--- config.mk ---
export PLATFORM = sky130hd
export DESIGN_NAME = pwm_audio_out
export DESIGN_NICKNAME = d
export VERILOG_FILES = /design/src/rtl/pwm_audio_out_pkg.sv /design/src/rtl/pwm_audio_out_requant.sv /design/src/rtl/pwm_audio_out.sv
export SDC_FILE = /design/constraint.sdc
export NUM_CORES = 1
export LEC_CHECK = 0
export CAP_MARGIN = 20
export CORE_MARGIN = 3
export CORE_UTILIZATION = 50
export CTS_BUF_LIST = sky130_fd_sc_hd__clkbuf_16
export CTS_CLUSTER_DIAMETER = 30
export DETAILED_ROUTE_END_ITERATION = 10
export HOLD_SLACK_MARGIN = 0.06
export PLACE_DENSITY = 0.69
export SLEW_MARGIN = 5
export SYNTH_ARGS = -nofsm -noshare
export SYNTH_HDL_FRONTEND = slang
export SYNTH_HIERARCHICAL = 1
export SYNTH_SLANG_ARGS = --single-unit
export TNS_END_PERCENT = 20
--- constraint.sdc ---
create_clock -name clk -period 4.3 [get_ports clk]
set_clock_uncertainty 0.15 [all_clocks]
set_input_delay 0.86 -clock clk [delete_from_list [all_inputs] [get_ports clk]]
set_output_delay 0.86 -clock clk [all_outputs]
set_load 0.02 [all_outputs]
--- src/rtl/pwm_audio_out_pkg.sv ---
// Shared types and helpers for the PWM audio output stage.
package pwm_audio_out_pkg;

   typedef enum logic [1:0] {
      IDLE      = 2'd0,
      RAMP_UP   = 2'd1,
      RUN       = 2'd2,
      RAMP_DOWN = 2'd3
   } pwm_state_e;

   // Width of the requantisation residue carried between frames.
   function automatic int err_width(input int sample_w, input int pwm_w);
      return sample_w - pwm_w;
   endfunction

endpackage

--- src/rtl/pwm_audio_out_requant.sv ---
// Combinational requantiser: folds the carried residue into the sample and
// splits the sum into a PWM duty and the next residue, saturating on overflow.
module pwm_audio_out_requant #(
   parameter int SAMPLE_W    = 12,
   parameter int PWM_W       = 8,
   parameter int NOISE_SHAPE = 1
) (
   input  logic [SAMPLE_W-1:0]       src,
   input  logic [SAMPLE_W-PWM_W-1:0] err_in,
   output logic [PWM_W-1:0]          duty_q,
   output logic [SAMPLE_W-PWM_W-1:0] err_q
);
   import pwm_audio_out_pkg::*;

   localparam int ERR_W = err_width(SAMPLE_W, PWM_W);

   logic [SAMPLE_W:0] acc;

   always_comb begin
      acc    = {1'b0, src} + {{(PWM_W + 1){1'b0}}, err_in};
      duty_q = acc[SAMPLE_W-1 -: PWM_W];
      err_q  = acc[ERR_W-1:0];
      if (acc[SAMPLE_W]) begin
         duty_q = '1;
         err_q  = '0;
      end
      if (NOISE_SHAPE == 0) begin
         err_q = '0;
      end
   end

endmodule

--- src/rtl/pwm_audio_out.sv ---
// Audio output stage: 1-deep sample buffer, fixed-period PWM frames,
// error-feedback requantisation and pop-free ramps on enable/disable.
module pwm_audio_out #(
   parameter int SAMPLE_W    = 12,
   parameter int PWM_W       = 8,
   parameter int NOISE_SHAPE = 1
) (
   input  logic                clk,
   input  logic                rst,
   input  logic                ena,
   input  logic [SAMPLE_W-1:0] sample_in,
   input  logic                sample_valid,
   output logic                sample_ready,
   output logic                pwm_out,
   output logic                frame_start,
   output logic                underrun
);
   import pwm_audio_out_pkg::*;

   localparam int ERR_W = err_width(SAMPLE_W, PWM_W);
   localparam logic [SAMPLE_W-1:0] SAMPLE_MID = {1'b1, {(SAMPLE_W - 1){1'b0}}};
   localparam logic [PWM_W-1:0]    PWM_MID    = {1'b1, {(PWM_W - 1){1'b0}}};

   pwm_state_e          state, state_n;
   logic [PWM_W-1:0]    cnt;
   logic [PWM_W-1:0]    duty, duty_n;
   logic [ERR_W-1:0]    err, err_n;
   logic [SAMPLE_W-1:0] last, last_n;
   logic [SAMPLE_W-1:0] pend;
   logic                pend_valid;
   logic                pend_drop;
   logic                underrun_n;
   logic                boundary;
   logic [SAMPLE_W-1:0] src;
   logic [PWM_W-1:0]    q_duty;
   logic [ERR_W-1:0]    q_err;
   logic [PWM_W-1:0]    up_duty;
   logic [PWM_W-1:0]    down_duty;

   assign boundary     = (cnt == {PWM_W{1'b1}});
   assign frame_start  = (cnt == '0);
   assign sample_ready = (state == RUN) && ena && !pend_valid;
   assign src          = pend_valid ? pend : last;

   // Ramping up heads for mid-scale from either side, so re-enabling
   // during a ramp-down from a loud sample still converges.
   assign up_duty   = (duty < PWM_MID) ? duty + PWM_W'(1) :
                      (duty > PWM_MID) ? duty - PWM_W'(1) : duty;
   assign down_duty = (duty == '0) ? '0 : duty - PWM_W'(1);

   pwm_audio_out_requant #(
      .SAMPLE_W    (SAMPLE_W),
      .PWM_W       (PWM_W),
      .NOISE_SHAPE (NOISE_SHAPE)
   ) u_requant (
      .src    (src),
      .err_in (err),
      .duty_q (q_duty),
      .err_q  (q_err)
   );

   // Frame-boundary decisions: state, duty and residue only move when the
   // counter is about to wrap, so every PWM frame has a constant duty.
   always_comb begin
      state_n    = state;
      duty_n     = duty;
      err_n      = err;
      last_n     = last;
      pend_drop  = 1'b0;
      underrun_n = 1'b0;
      if (boundary) begin
         case (state)
            IDLE: begin
               duty_n = '0;
               err_n  = '0;
               if (ena) begin
                  duty_n  = PWM_W'(1);
                  state_n = RAMP_UP;
               end
            end
            RUN: begin
               pend_drop = 1'b1;
               if (ena) begin
                  duty_n     = q_duty;
                  err_n      = q_err;
                  last_n     = src;
                  underrun_n = !pend_valid;
               end else begin
                  err_n   = '0;
                  duty_n  = down_duty;
                  state_n = (down_duty == '0) ? IDLE : RAMP_DOWN;
               end
            end
            default: begin
               if (ena) begin
                  duty_n = up_duty;
                  if (up_duty == PWM_MID) begin
                     state_n = RUN;
                     err_n   = '0;
                     last_n  = SAMPLE_MID;
                  end else begin
                     state_n = RAMP_UP;
                  end
               end else begin
                  duty_n = down_duty;
                  if (down_duty == '0) begin
                     state_n = IDLE;
                     err_n   = '0;
                  end else begin
                     state_n = RAMP_DOWN;
                  end
               end
            end
         endcase
      end
   end

   // A transfer on the boundary cycle wins over the drop, so the sample
   // is held for the following frame rather than lost.
   always_ff @(posedge clk) begin
      if (rst) begin
         cnt        <= '0;
         state      <= IDLE;
         duty       <= '0;
         err        <= '0;
         last       <= SAMPLE_MID;
         pend       <= '0;
         pend_valid <= 1'b0;
         pwm_out    <= 1'b0;
         underrun   <= 1'b0;
      end else begin
         cnt      <= cnt + PWM_W'(1);
         pwm_out  <= (cnt < duty);
         state    <= state_n;
         duty     <= duty_n;
         err      <= (NOISE_SHAPE != 0) ? err_n : '0;
         last     <= last_n;
         underrun <= underrun_n;
         if (sample_valid && sample_ready) begin
            pend       <= sample_in;
            pend_valid <= 1'b1;
         end else if (pend_drop) begin
            pend_valid <= 1'b0;
         end
      end
   end

endmodule

# Word level (Yosys, flattened, before mapping)
# Cells that the tools add are included.
[op_classes] bitwise_logic=4 eq_ne=6 n_lt_le_gt_ge=3 add_sub_neg=4 muxes=29 n_reduce_logical=15
[ops] cell="$mux 12" count=4
[ops] cell="$mux 8" count=6
[ops] cell="$logic_not 8->1" count=3
[ops] cell="$pmux 12 s2" count=1
[ops] cell="$mux 4" count=5
[ops] cell="$add 8x1->8 const B" count=2
[ops] cell="$eq 8x8->1 const B" count=2
[ops] cell="$pmux 8 s2" count=1
[ops] cell="$add 12x4->13" count=1
[ops] cell="$mux 2" count=5
[ops] cell="$gt 8x8->1 const B" count=1
[ops] cell="$lt 8x8->1" count=1
[ops] cell="$lt 8x8->1 const B" count=1
[ops] cell="$pmux 4 s2" count=1
[ops] cell="$sub 8x1->8 const B" count=1
[ops] cell="$reduce_and 3->1" count=2
[ops] cell="$mux 1" count=5
[ops] cell="$ne 2x2->1 const B" count=2
[ops] cell="$ne 4x1->1 const B" count=1
[ops] cell="$not 1->1" count=4
[ops] cell="$pmux 2 s2" count=1
[ops] cell="$reduce_and 4->1" count=1
[ops] cell="$reduce_bool 2->1" count=2
[ops] cell="$reduce_bool 4->1" count=1
[ops] cell="other kinds (5)" count=7
[totals] in_bits=16 register_bits=49

# Longest topological paths before layout
# Gate-level depths: netlist (run 1).
[depth] depth_word=7 depth_mapped=12 depth_no_buf=11

# By module
# The synthesis (run 1) kept the hierarchy.
[modules_own_cells] mod="pwm_audio_out" area_each_um2=2899.0 cells_each=358 instances=1 seq_area_each_um2=980.9
[modules_own_cells] mod="pwm_audio_out_requant" area_each_um2=390.4 cells_each=49 instances=1 seq_area_each_um2=0.0

# Least setup slack after synthesis (run 1)
# OpenSTA, ideal clock, no wires.
[synth_path] path_kind="register to register" startpoint="register pend_valid" endpoint="register duty[6]" stages_incl_launch_ff=13 required_time_ps=4016 period_less_slack_ps=3082 path_slack_ps=1218 t_arrival_ps=2798 path_cell_list="dfxtp_1 clkbuf_1 mux2_2 ha_1 fa_1 a21o_1 a21oi_4 nand3b_1 mux2_1 a21oi_1 o21ai_0 a21oi_1 a211oi_1"
[synth_via] elab_chain_len=5
[synth_rtl] element="start, declared" line="pwm_audio_out.sv:30" source="logic pend_valid;"
[synth_rtl] element="start signal, assigned" line="pwm_audio_out.sv:128" source="pend_valid <= 1'b0;"
[synth_rtl] element="start signal, assigned" line="pwm_audio_out.sv:141" source="pend_valid <= 1'b1;"
[synth_rtl] element="start signal, assigned" line="pwm_audio_out.sv:143" source="pend_valid <= 1'b0;"
[synth_rtl] element="$mux 12" line="pwm_audio_out.sv:43" source="assign src = pend_valid ? pend : last;"
[synth_rtl] element="named net src[0]" line="pwm_audio_out.sv:34" source="logic [SAMPLE_W-1:0] src;"
[synth_rtl] element="$add 12x4->13" line="pwm_audio_out_requant.sv:20" source="acc = {1'b0, src} + {{(PWM_W + 1){1'b0}}, err_in};"
[synth_rtl] element="$mux 8" line="pwm_audio_out_requant.sv:23" source="if (acc[SAMPLE_W]) begin"
[synth_rtl] element="named net q_duty[6]" line="pwm_audio_out.sv:35" source="logic [PWM_W-1:0] q_duty;"
[synth_rtl] element="$mux 8" line="pwm_audio_out.sv:83" source="if (ena) begin"
[synth_rtl] element="$pmux 8 s2" line="pwm_audio_out.sv:72" source="case (state)"
[synth_rtl] element="end signal, assigned" line="pwm_audio_out.sv:135" source="duty <= duty_n;"
[synth_rtl] element="end, declared" line="pwm_audio_out.sv:26" source="logic [PWM_W-1:0] duty, duty_n;"
# The timed path passes the listed nets, and every way through them passes these cells.
# A chain may end at the register's enable or synchronous reset.

# Worst setup path in the final report (run 1)
[layout_path] startpoint="input ena" endpoint="output sample_ready"
[layout_via] elab_chain_len=2
[layout_rtl] element="start, declared" line="pwm_audio_out.sv:10" source="input logic ena,"
[layout_rtl] element="$logic_and 1x1->1 (2 in a row)" line="pwm_audio_out.sv:42" source="assign sample_ready = (state == RUN) && ena && !pend_valid;"
[layout_rtl] element="end, declared" line="pwm_audio_out.sv:13" source="output logic sample_ready,"
# Every way passes these cells.

==> results of run 1 <==
worst max-delay path: stages:
cell	delay (ns)
sky130_fd_sc_hd__clkdlybuf4s50_1	0.51
sky130_fd_sc_hd__nand2_1	0.14
sky130_fd_sc_hd__nor2_1	0.20
sky130_fd_sc_hd__clkdlybuf4s50_1	0.64
registers in the layout (all words and copies together) (netlist names):
register and cells:
pend_valid 1, duty 8, err 4, pend 12, cnt 8, last 12
state 2, pwm_out 1, underrun 1
power groups by stage:
stage / registers [W] / logic, W / clock network [W]
2_1_floorplan: 0.000471 / 0.0000304 / 0
3_3_place_gp: 0.000471 / 0.0000577 / 0
3_5_place_dp: 0.000471 / 0.0000586 / 0
4_1_cts: 0.000460 / 0.0000589 / 0.000402
5_1_grt: 0.000461 / 0.0000639 / 0.000417
6_report: 0.000460 / 0.0000583 / 0.000392
through the flow:
stage | instances | total power, W | instance area, um^2 | worst slack (ns)
after global placement | 482 | 0.000528 | 3510 | 0.938
after global routing | 491 | 0.000942 | 3660 | 0.826
final | 491 | 0.000910 | 3660 | 0.945
after floorplan | 407 | 0.000502 | 3290 | 1.22
after detailed placement | 483 | 0.000529 | 3520 | 0.959
after CTS | 491 | 0.000921 | 3660 | 0.945
path summary, 6_finish.rpt:
| kind | slack (ns) | startpoint | cells after the start | to |
|---|---|---|---|---|
| worst max-delay path | 0.95 | ena | 4 | sample_ready |
| worst min-delay path | 0.30 | pend[5] | 2 | pend[5] |
| worst max register to register | 1.07 | pend_valid | 11 | duty[3] |
| worst min register to register | 0.30 | pend[5] | 2 | pend[5] |
cell usage in the layout, fill, tap and decap left out, drive strengths merged, types with 5 or more instances in the layout:
cell type	instances
clkdlybuf4s50	19
nand2	48
xnor2	10
a211oi	6
nand3	14
nand4	6
a21o	5
or3	5
nand2b	7
dfxtp	49
o21ai	24
nor4	8
clkbuf	5
xor2	7
ha	15
buf	7
nor2	29
a21oi	38
mux2	15
inv	20
nor2b	6
nor3	8
a22o	11
layer usage:
layer | GRT usage, % | routed length (um) | share of wire [%] | vias up
li1 | - | - | - | 1504
met1 | 32.2 | 3760 | 48 | 1396
met2 | 32.9 | 3450 | 44 | 109
met3 | 4.54 | 520 | 6.7 | 9
met4 | 4.18 | 68 | 0.87 | 0
met5 | 0 | 0 | 0 | -
cell families (layout without fill, tap and decap cells):
| family | count (synthesis) | count (layout) | synth area share, % |
|---|---|---|---|
| adders and majority gates | 17 | 17 | 6.62 |
| and+or+nand+nor | 146 | 146 | 22.9 |
| muxes | 19 | 19 | 6.58 |
| AOI/OAI and AO/OA | 116 | 116 | 24.3 |
| xor gates and xnor gates | 17 | 17 | 4.53 |
| buffers and inverters | 43 | 52 | 5.25 |
| DFF | 49 | 49 | 29.8 |
layout make-up:
cell class	instances	area, um^2	share of cell area (%)
Clock inverter	3	17.5	0.478
Clock buffer	5	125	3.42
Multi-Input combinational cell	315	2140	58.3
Tap cell	75	93.8	2.56
Timing Repair Buffer	26	243	6.63
Inverter	18	67.6	1.84
Sequential cell	49	981	26.8
==> metrics, run 1 <==
switching component of the power=0.000209 W; vias in the first global route=roughly 2700; Worst Max-Slew Pin Slew=0.839 ns; data arrival time of the worst path=~2.3 ns; Final Net Count=around 450; library cell with the largest summed area after synthesis=sky130_fd_sc_hd__dfxtp_1; placer congestion estimate=approximately 0.93; synthesis-to-finish area growth=11.4%; FMAX=roughly 300 MHz; Hold-fix buffers, CTS=0; number of antenna violations at the first check in global routing=0; Initial Utilization=53.7%; total wirelength of the detailed-routed design=7.80 mm; number of nets produced by synthesis=~440; most numerous cell types in the synthesized netlist=sky130_fd_sc_hd__dfxtp_1 (49), sky130_fd_sc_hd__nand2_1 (47), sky130_fd_sc_hd__a21oi_1 (37); primary flip-flop cell chosen by synthesis mapping=sky130_fd_sc_hd__dfxtp_1; required time of the critical path=about 3.3 ns; gate count after technology mapping=407; WL/cell=around 16 um; io pins=20; Clock Sink Count=49; maximum fanout along the worst path=4; Pint=0.000702 W; clock tree from TritonCTS=built; capturing element type of the critical path=primary output; placeable core region=around 6000 um^2; total iterations of the first detailed-routing run=5; clock buffers created by TritonCTS=5; chip height=87.1 um; Slew Viols, Final=0; antenna diode count=0; result of the run=complete, no violations; count of fill cells added during filler insertion=between 500 and 600; Congestion Overflow GR=0; Post-Route Hold Slack=about 0.30 ns; post-CTS setup buffer count=0; sequential-to-total area share from yosys stat=approximately 30%; setup_tns=0 ns; critical path start-end classification=input port to primary output; iteration-0 DRC count of the detailed router=approximately 270; number of antenna-violating nets in the routed design=0; Worst-Skew Late Latency=~0.29 ns; Resized Gates After CTS=0; clk root buf=sky130_fd_sc_hd__clkbuf_16; worst-case vdd ir drop=~0.19 mV; number of hold-slack violations in the final timing report=0; power density over cell area=roughly 250 nW/um^2; synthesized flop and latch total=49; maximum number of pins on one net before global-route repair=32; headroom to the max-slew limit=43.7%; Die Width=around 87 um; Hold/Removal Path Class=register to register; share of synthesized registers carrying an async set or reset=0%; total setup violations reported at the end of the flow=0; dpl hpwl=5.69 mm; number of buffers on the longest clock path=2; count of unresolved DRC violations after routing=0; Synth top area share=between 20 and 30%; startpoint class of the critical path=input port; synthesized area per cell=between 8 and 9 um^2; clock period minus final worst setup slack=roughly 3.4 ns; clock share of power=approximately 43%; relative contribution of sequential cells to total power=50.6%; CTS H-tree depth=2; Port Buffer Count=19; Area contributors post-synth=sky130_fd_sc_hd__dfxtp_1 (30%), sky130_fd_sc_hd__ha_1 (5.7%), sky130_fd_sc_hd__a21oi_1 (5.6%); count of cell types in the netlist=slightly below 70; num rows=28; RSZ-0062 raised after global routing=false; vias after detailed routing=slightly above 3000; aggregate global-route resource usage=a little over a fifth; Total Die Area=approximately 7600 um^2; synth warn=6; global-route wire length before repair=roughly 13 mm; part of the total power dissipated in combinational logic=6.4%; max-cap violation count=0; mapped cell area=approximately 3300 um^2; final core occ=59.8%; share of the clock period used by the worst path=between 70 and 80%; switching part of the total=22.9%; number of enable flip-flop cells after synthesis=0; detailed-route vias per instance=just over 6; Pleak=1.42 nW; most common cell in the netlist=sky130_fd_sc_hd__dfxtp_1; fraction of layout instances using a drive strength above 1=10.8%; clock transition at the registers of the reported paths=roughly 0.070 ns
No activity file was read; power rests on OpenSTA's default activity.
==> run 2, diff against run 1 <==
==> constraint.sdc (replaced) <==
create_clock -name clk -period 3.5 [get_ports clk]
set_clock_uncertainty 0.15 [all_clocks]
set_input_delay 0.7 -clock clk [delete_from_list [all_inputs] [get_ports clk]]
set_output_delay 0.7 -clock clk [all_outputs]
set_load 0.02 [all_outputs]
==> metrics, run 2 (synthesis gave the netlist of run 1 again) <==
Worst R2R End=duty[6]; commonest cells after routing, fill and taps aside=sky130_fd_sc_hd__dfxtp_1 (49), sky130_fd_sc_hd__nand2_1 (47), sky130_fd_sc_hd__a21oi_1 (37), sky130_fd_sc_hd__nor2_1 (28), sky130_fd_sc_hd__o21ai_0 (21); hold worst-path end=last[11]; maximum number of pins on one net before global-route repair=43 (+34%); Die Width=87.1 um (unchanged); worst-case vdd ir drop=0.278 mV (+46%); global-route wire length before repair=14.0 mm (+5.3%); required time of the critical path=3.50 ns (+0.21 ns); placer congestion estimate=0.930 (about the same); total iterations of the first detailed-routing run=5 (unchanged); share of the clock period used by the worst path=90.9%; Final Net Count=454 (+1.6%); final setup slack of the worst path=0.317 ns (-0.628 ns); routing usage on met1=32.8% (+0.60 points); largest incremental delay on the critical path=0.42 ns (-0.22 ns); Worst-Skew Late Latency=0.29 ns (about the same); WL/cell=16.6 um (+4.4%); Initial Utilization=53.7% (unchanged); result of the run=complete, no violations; vias in the first global route=2901 (+6.2%); aggregate global-route resource usage=22.8% (+0.99 points); startpoint class of the critical path=register; Most Frequent Cell on Critical Path=sky130_fd_sc_hd__a21oi_1; power density over cell area=299 nW/um^2 (+20%); beginning of the worst register-to-register path=pend_valid; clock buffers created by TritonCTS=5 (unchanged); Top Family by Delay on Critical Path=compound AO/OA/AOI/OAI gates; clock transition at the registers of the reported paths=0.07 ns (about the same); number of hold-slack violations in the final timing report=0 (unchanged); detailed-route vias per instance=6.22 (+1.2%); Total Die Area=7590 um^2 (unchanged); iteration-0 DRC count of the detailed router=327 (+20%); antenna diode count=0 (unchanged); number of cells on the worst reg-to-reg path=11 (unchanged); global routing usage on met3=3.41% (-1.1 points); count of placed standard cells in the final layout, fillers left out=498 (+1.4%); cell-by-cell listing of the critical path=mux2_2, ha_1, fa_1, a21o_1, a21oi_4, nand3b_1, mux2_1, a21oi_1, o21ai_0, a21oi_1, a211oi_1; number of antenna-violating nets in the routed design=0 (unchanged); Hold-fix buffers, CTS=0 (unchanged); vias after detailed routing=3099 (+2.7%); critical path start-end classification=register to register; fraction of layout instances using a drive strength above 1=12.1% (+1.2 points); num rows=28 (unchanged); worst setup timing slack at the placement stage=0.363 ns (-0.596 ns); placeable core region=6130 um^2 (unchanged); commonest non-fill, non-tap cell in the layout=sky130_fd_sc_hd__dfxtp_1; Port Buffer Count=19 (unchanged); number of buffers on the longest clock path=2 (unchanged); FMAX=about 310 MHz; Hold/Removal Path Class=register to register; Hold Path Depth=2 (unchanged); setup slack, reg-to-reg=0.32 ns (-0.75 ns); data arrival time of the worst path=3.18 ns (+0.84 ns); slowest stage cell on the critical path=sky130_fd_sc_hd__dfxtp_1; max-cap violation count=0 (unchanged); met2 track demand over resource in global routing=35.5% (+2.6 points); maximum fanout along the worst path=9 (+5); Total Power=0.00111 W (+22%); total setup violations reported at the end of the flow=0 (unchanged); setup_tns=0 ns (unchanged); RSZ-0062 raised after global routing=false; Slew Viols, Final=0 (unchanged); Buf/Inv on CP=0 (-2); total wirelength of the detailed-routed design=8.26 mm (+5.9%); count of fill cells added during filler insertion=531 (-5.9%); post-CTS setup buffer count=0 (unchanged); count of unresolved DRC violations after routing=0 (unchanged); headroom to the max-slew limit=53.0% (+9.3 points); io pins=20 (unchanged); capturing element type of the critical path=register; dpl hpwl=5.89 mm (+3.5%); Worst Max-Slew Pin Slew=0.698 ns (-0.141 ns); CTS H-tree depth=2 (unchanged); busiest metal layer after global routing=met2; clock period minus final worst setup slack=3.18 ns; Pleak=1.45 nW (+2.4%); biggest regs=last x12, pend x12; Clock Sink Count=49 (unchanged); beginning of the worst hold path=last[11]; count of placed standard cells including taps=490 (+1.4%); Congestion Overflow GR=0 (unchanged); synthesis-to-finish area growth=12.9%; clk root buf=sky130_fd_sc_hd__clkbuf_16; chip height=87.1 um (unchanged); Resized Gates After CTS=0 (unchanged); clock tree from TritonCTS=built; number of antenna violations at the first check in global routing=0 (unchanged)
[run 2: cell types whose count changed in the layout (fill, tap and decap cells not counted), sizes merged]
cell / previous run / this run
clkinv: 1 / 0
clkinvlp: 0 / 1
buf: 7 / 14
[run 2: worst max path at each step]
stage	cells after the start	slack (ns)	endpoint	from
floorplan	12	0.42	duty[6]	pend_valid
global placement	11	0.45	duty[6]	pend_valid
detailed placement	11	0.36	duty[6]	pend_valid
CTS	5	0.31	frame_start	cnt[0]
global route	11	0.13	duty[6]	pend_valid
finish	11	0.32	duty[6]	pend_valid
[run 2: layout make-up]
cell class / instances / area [um^2] / share of cell area, %
clock buffers: 5 / 125 / 3.37
inverters: 18 / 67.6 / 1.82
flip-flops and latches: 49 / 981 / 26.4
well taps: 75 / 93.8 / 2.53
clock inverters: 3 / 15.0 / 0.404
multi-input cells: 315 / 2140 / 57.5
repair buffers: 33 / 295 / 7.95
[run 2: routing by layer]
metal  vias to the layer above  part of all wire, %
met2                       114                   44
li1                       1508                    -
met3                        16                  5.7
met1                      1461                   48
met5                         -                    0
met4                         0                  1.7
[run 2: metrics by stage]
stage               area, um^2  hold WS, ns  utilization, %
global route              3710        0.323            60.6
finish                    3710        0.303            60.6
detailed placement        3570        0.296            58.3
CTS                       3710        0.305            60.6
floorplan                 3290        0.276               -
global placement          3570        0.285            58.3
[run 2: tightest hold or removal path: cells and delay by family (launching register included)]
| family | cells | cell delay, ns |
|---|---|---|
| buffers and inverters | 1 | 0.06 |
| DFF | 1 | 0.30 |
| AOI/OAI and AO/OA | 1 | 0.05 |
[run 2: where the power goes]
group	switching [W]	leakage (nW)	total [W]	internal (W)
Combinational	0.0000353	0.982	0.0000720	0.0000367
Clock	0.000212	0.0724	0.000472	0.000260
Sequential	0.00000443	0.395	0.000566	0.000561
